--- src/rtl/trap_controller.sv ---
// Trap controller: sequences reset-vector exit, fetch/execute exception entry,
// mret return and double-fault halt, and holds the trap CSRs.
`ifndef TRAP_CODES_DEFINED
`define TRAP_CODES_DEFINED
`define E_FETCH_ADDR_MISALIGNED 4'd0
`define E_ILLEGAL_INSTR         4'd2
`define E_LOAD_ADDR_MISALIGNED  4'd4
`define E_LOAD_ACCESS_FAULT     4'd5
`define E_STORE_ADDR_MISALIGNED 4'd6
`define E_STORE_ACCESS_FAULT    4'd7
`define E_ECALL                 4'd11
`define E_SP_OUT_OF_RANGE       4'd14
`define NO_E                    4'd15
`endif

module trap_controller #(
    parameter logic [31:0] P_TRAP_BASE    = 32'h0000_0000,
    parameter logic [2:0]  P_TEXT_REGION  = 3'b010,
    parameter int unsigned P_DRAIN_CYCLES = 2
) (
    input  logic        i_clk,
    input  logic        i_rst_n,
    input  logic [3:0]  i_exception_code_f,
    input  logic [31:0] i_pc_f,
    input  logic [3:0]  i_exception_code_e,
    input  logic [31:0] i_pc_e,
    input  logic [31:0] i_alu_out_e,
    input  logic        i_mret_e,
    output logic        o_reset_permission,
    output logic        o_trap_permission,
    output logic        o_redirect_en,
    output logic [31:0] o_redirect_pc,
    output logic        o_flush_fd,
    output logic        o_flush_de,
    output logic        o_stall_f,
    output logic [3:0]  o_mcause,
    output logic [31:0] o_mepc,
    output logic [31:0] o_mtval,
    output logic        o_halt
);

    localparam int unsigned CNT_W = (P_DRAIN_CYCLES < 1) ? 1 : $clog2(P_DRAIN_CYCLES + 1);

    typedef enum logic [2:0] {S_RESETV, S_RUN, S_DRAIN, S_TRAP, S_HALT} state_t;

    state_t             state_q, state_d;
    logic [CNT_W-1:0]   cnt_q, cnt_d;
    logic [3:0]         pend_code_q, pend_code_d;
    logic [31:0]        pend_pc_q, pend_pc_d;
    logic [31:0]        pend_tval_q, pend_tval_d;
    logic [3:0]         mcause_q, mcause_d;
    logic [31:0]        mepc_q, mepc_d;
    logic [31:0]        mtval_q, mtval_d;

    logic               e_exc, f_exc, take_trap;
    logic [3:0]         trap_code;
    logic [31:0]        trap_pc, trap_tval;

    function automatic logic [31:0] tval_sel(input logic [3:0] code, input logic [31:0] pc,
                                             input logic [31:0] addr);
        case (code)
            `E_FETCH_ADDR_MISALIGNED, `E_ILLEGAL_INSTR: tval_sel = pc;
            `E_LOAD_ADDR_MISALIGNED, `E_LOAD_ACCESS_FAULT,
            `E_STORE_ADDR_MISALIGNED, `E_STORE_ACCESS_FAULT,
            `E_SP_OUT_OF_RANGE:                         tval_sel = addr;
            default:                                    tval_sel = '0;
        endcase
    endfunction

    assign e_exc = (i_exception_code_e != `NO_E);
    assign f_exc = (i_exception_code_f != `NO_E);

    always_comb begin
        state_d       = state_q;
        cnt_d         = cnt_q;
        pend_code_d   = pend_code_q;
        pend_pc_d     = pend_pc_q;
        pend_tval_d   = pend_tval_q;
        mcause_d      = mcause_q;
        mepc_d        = mepc_q;
        mtval_d       = mtval_q;
        o_redirect_en = 1'b0;
        o_redirect_pc = P_TRAP_BASE;
        o_flush_fd    = 1'b0;
        o_flush_de    = 1'b0;
        o_stall_f     = 1'b0;
        take_trap     = 1'b0;
        trap_code     = i_exception_code_e;
        trap_pc       = i_pc_e;
        trap_tval     = tval_sel(i_exception_code_e, i_pc_e, i_alu_out_e);

        case (state_q)
            S_RESETV: begin
                if (i_pc_f[20:18] == P_TEXT_REGION) state_d = S_RUN;
            end
            S_RUN: begin
                if (e_exc) begin
                    take_trap = 1'b1;
                end else if (f_exc) begin
                    pend_code_d = i_exception_code_f;
                    pend_pc_d   = i_pc_f;
                    pend_tval_d = tval_sel(i_exception_code_f, i_pc_f, i_alu_out_e);
                    cnt_d       = CNT_W'(P_DRAIN_CYCLES);
                    state_d     = S_DRAIN;
                end
            end
            S_DRAIN: begin
                o_stall_f  = 1'b1;
                o_flush_fd = 1'b1;
                if (e_exc) begin
                    take_trap = 1'b1;
                end else if (cnt_q == '0) begin
                    take_trap = 1'b1;
                    trap_code = pend_code_q;
                    trap_pc   = pend_pc_q;
                    trap_tval = pend_tval_q;
                end else begin
                    cnt_d = cnt_q - CNT_W'(1);
                end
            end
            S_TRAP: begin
                if (e_exc) begin
                    state_d = S_HALT;
                end else if (i_mret_e) begin
                    o_redirect_en = 1'b1;
                    o_redirect_pc = mepc_q;
                    o_flush_fd    = 1'b1;
                    o_flush_de    = 1'b1;
                    state_d       = S_RUN;
                end
            end
            S_HALT: begin
                o_stall_f  = 1'b1;
                o_flush_fd = 1'b1;
                o_flush_de = 1'b1;
            end
            default: state_d = S_RESETV;
        endcase

        // Any trap entry retires the pending fetch exception, whether taken or pre-empted by E.
        if (take_trap) begin
            o_redirect_en = 1'b1;
            o_redirect_pc = P_TRAP_BASE;
            o_flush_fd    = 1'b1;
            o_flush_de    = 1'b1;
            mcause_d      = trap_code;
            mepc_d        = trap_pc;
            mtval_d       = trap_tval;
            pend_code_d   = `NO_E;
            cnt_d         = '0;
            state_d       = S_TRAP;
        end
    end

    always_ff @(posedge i_clk or negedge i_rst_n) begin
        if (!i_rst_n) begin
            state_q     <= S_RESETV;
            cnt_q       <= '0;
            pend_code_q <= `NO_E;
            pend_pc_q   <= '0;
            pend_tval_q <= '0;
            mcause_q    <= `NO_E;
            mepc_q      <= '0;
            mtval_q     <= '0;
        end else begin
            state_q     <= state_d;
            cnt_q       <= cnt_d;
            pend_code_q <= pend_code_d;
            pend_pc_q   <= pend_pc_d;
            pend_tval_q <= pend_tval_d;
            mcause_q    <= mcause_d;
            mepc_q      <= mepc_d;
            mtval_q     <= mtval_d;
        end
    end

    assign o_reset_permission = (state_q == S_RESETV);
    assign o_trap_permission  = (state_q == S_TRAP);
    assign o_halt             = (state_q == S_HALT);
    assign o_mcause           = mcause_q;
    assign o_mepc             = mepc_q;
    assign o_mtval            = mtval_q;

endmodule

--- config.mk ---
export PLATFORM = sky130hd
export DESIGN_NAME = trap_controller
export DESIGN_NICKNAME = d
export VERILOG_FILES = /design/src/rtl/trap_controller.sv
export SDC_FILE = /design/constraint.sdc
export NUM_CORES = 1
export LEC_CHECK = 0
export BUFFER_PORTS_ARGS = -buffer_cell sky130_fd_sc_hd__buf_2
export CAP_MARGIN = 10
export CORE_AREA = 2 2 125 127
export CTS_BUF_LIST = sky130_fd_sc_hd__clkbuf_8
export DETAILED_ROUTE_END_ITERATION = 8
export DIE_AREA = 0 0 127 129
export PLACE_DENSITY = 0.88
export REMOVE_ABC_BUFFERS = 1
export SLEW_MARGIN = 25
export SYNTH_ARGS = -nofsm -noshare
export SYNTH_HDL_FRONTEND = slang
export SYNTH_SLANG_ARGS = --single-unit
--- constraint.sdc ---
create_clock -name i_clk -period 1.88 [get_ports i_clk]
set_input_delay 0.094 -clock i_clk [delete_from_list [all_inputs] [get_ports i_clk]]
set_output_delay 0.094 -clock i_clk [all_outputs]
set_load 0.01 [all_outputs]
==> results.json <==
{
  "areaGrowthSynthToFinish_pct": 43.7,
  "path_delay_family": "simple AND/OR/NAND/NOR gates",
  "grt_max_degree": 60,
  "drc_errors": 0,
  "place_hpwl_um": 14700,
  "ys_seq_area_frac": 0.499,
  "maxCapViolCount": 0,
  "path_cells": "nor2b_4, nand2_4, buf_12, nor3_1, buf_2",
  "end_kind": "primary output",
  "drv_slew": 0,
  "syn_area_per_cell_um2": 10.2,
  "ys_seq_elements": 141,
  "min_to": "pend_tval_q[6]$_DFFE_PN0P_",
  "clockBufferDepth": 2,
  "hold_path.class": "in -> reg",
  "cp.required_ns": 1.79,
  "gr-usage-all-layers": 0.316,
  "grt_pass1_wl_um": 40200,
  "cp_num_buf_inv": 2,
  "final_common_cell": "buf_2",
  "drive_above_1_share": 0.373,
  "io_buffers": 213,
  "regToRegStartpoint": "state_q[2]$_DFFE_PN0P_",
  "cp_max_fo": 19,
  "hold_viol": 0,
  "cts_root_buf": "clkbuf_8",
  "antenna_found_initial": 1,
  "slowest_delay_ns": 0.47,
  "cts.sinks": 141,
  "rr_worst_depth": 5,
  "ys_types": 40,
  "netlist_top_cells_area": "dfrtp_1, mux2_2, mux2i_1, nand2_1, mux2_1",
  "synth_top_area_frac": 0.469,
  "status": "complete, but fails checks",
  "crit_arrival_ns": 1.81,
  "rsz0062_at_grt": "yes",
  "drtPass1Iterations": 6,
  "synth_edf_count": 0,
  "relSlewSlack": 0.381,
  "dieHeight_um": 129,
  "viasPerCell": 6.04,
  "power.density_nw_per_um2": 1360,
  "syn_inst": 695,
  "rows": 45,
  "dieArea_um2": 16400,
  "min_period_ns": 1.90,
  "finalClockSkew_ns": 0.0113,
  "crit_slowest_cell": "dfrtp_2",
  "postSynth.asyncResetShare": 1.00,
  "ant_nets": 0,
  "critPathLaunchType": "flip-flop",
  "vias": 7299,
  "clock_latency_ns": 0.46,
  "yosys_warnings": 0,
  "path_clk_slew_ns": 0.08,
  "tightest_slew_ns": 0.927,
  "path_class": "reg -> out",
  "finalCritPeriodShare": 1.01,
  "ioPinCount": 214,
  "wl_um": 26000,
  "grt_pass1_vias": 7820,
  "reg2reg_slack_ns": 0.02,
  "setup_viol": 1,
  "overflow": 0,
  "die_x_um": 127,
  "whs_path_depth": 3,
  "synth_flop_cell": "dfrtp_1",
  "worst_slack_ns": -0.0250,
  "synth_top_area_cell": "dfrtp_1",
  "hold_ws_ns": 0.0556,
  "cts_buffers": 17,
  "dr.first_iter.drc_count": 670,
  "cts_tree": "done",
  "p_leak_uw": 0.00500,
  "final_nets": 1115,
  "htreeDepth": 4,
  "dp_slack_ns": 0.0802,
  "ir_drop_mv": 0.650,
  "final_cell_mix": "buf_2, dfrtp_1, dlygate4sd3_1",
  "netlist_area_um2": 7100,
  "wl_per_cell_um": 21.5,
  "start_util": 0.474,
  "hp-start": "i_alu_out_e[6]",
  "violations": "negative setup slack",
  "coreArea_um2": 15000,
  "worstReg2RegEnd": "pend_pc_q[8]$_DFFE_PN0P_",
  "timing.fmax_mhz": 525,
  "place.gp.congestion": 0.841
}
[repair_timing]
action,in CTS,in global routing
setup buffers,3,2
pin swaps,0,2
setup endpoints to repair,35,79
endpoints found under the hold margin,262,0
hold buffers,103,0
resized for setup,16,36
[worst max path at each step]
stage | startpoint | endpoint | slack (ns) | depth (start not counted)
after floorplan | cnt_q[0]$_DFFE_PN0P_ | o_mtval[10]$_DFFE_PN0N_ | -4.33 | 5
after global placement | state_q[0]$_DFFE_PN0P_ | o_mtval[20]$_DFFE_PN0N_ | 0.15 | 5
after detailed placement | state_q[0]$_DFFE_PN0P_ | o_mepc[22]$_DFFE_PN0N_ | 0.08 | 6
after CTS | state_q[2]$_DFFE_PN0P_ | o_redirect_pc[23] | 0.006 | 5
after global routing | state_q[2]$_DFFE_PN0P_ | o_redirect_pc[1] | -0.11 | 5
final | state_q[2]$_DFFE_PN0P_ | o_redirect_pc[1] | -0.02 | 5
[cells by family after synthesis]
family                     after synthesis  share of synthesized area
DFF                                    141                      0.499
AOI/OAI and AO/OA                      148                      0.136
buffers and inverters                  108                     0.0711
muxes                                  103                      0.156
adders and majority gates                1                    0.00176
and+or+nand+nor                        194                      0.136
[routing by layer]
layer  GRT usage  vias up  share of wire
met1       0.353     3556           0.37
li1            -     3157              -
met5           0        -              0
met4       0.201        0          0.037
met2       0.547      479           0.51
met3      0.0723      107          0.078
[final cells by class]
cell class                 instances  area [um^2]
antenna                            1         2.50
clock buffer                      22          303
clock inverter                    10          111
fill                            1054         4780
inverter                          43          161
multi-input combinational        446         3310
sequential                       141         3540
tap                              188          235
timing repair buffer             358         2540
[registers in the layout, indices dropped and copies added, names as in the netlist]
register and cells:
o_mcause 4, state_q 3, o_mepc 32, pend_pc_q 32, cnt_q 2, pend_tval_q 32, o_mtval 32, pend_code_q 4
[Yosys cell counts, types with 8 or more instances]
cell	count
nand3_1	37
nor3_1	37
nand2_1	73
mux2_1	23
a22oi_1	33
o21ai_0	41
mux2i_1	40
o22ai_1	33
dfrtp_1	133
buf_2	15
clkbuf_1	33
dfstp_2	8
o211ai_1	33
inv_1	42
mux2_2	40
nand4_1	33
[stage by stage]
stage / TNS (ns) / total power [uW] / instances / utilization / instance area, um^2
final: -0.0250 / 13900 / 1209 / 0.681 / 10200
after global routing: -0.222 / 14600 / 1209 / 0.681 / 10200
after CTS: 0 / 13300 / 1206 / 0.668 / 10000
after detailed placement: 0 / 10500 / 1069 / 0.567 / 8490
after global placement: 0 / 10300 / 1069 / 0.567 / 8490
after floorplan: -515.05 / 6930 / 630 / - / 6750
[report_power, final]
part | leakage, uW | internal (uW) | switching, uW
Clock | 0.000212 | 1350 | 1200
Combinational | 0.00298 | 2770 | 3450
Sequential | 0.00180 | 4340 | 769
Total | 0.00500 | 8460 | 5430
[worst min-delay path: stages]
cell     delay, ns
buf_2         0.11
a22oi_1       0.07
o21ai_0       0.18
(Power assumes the default switching activity.)
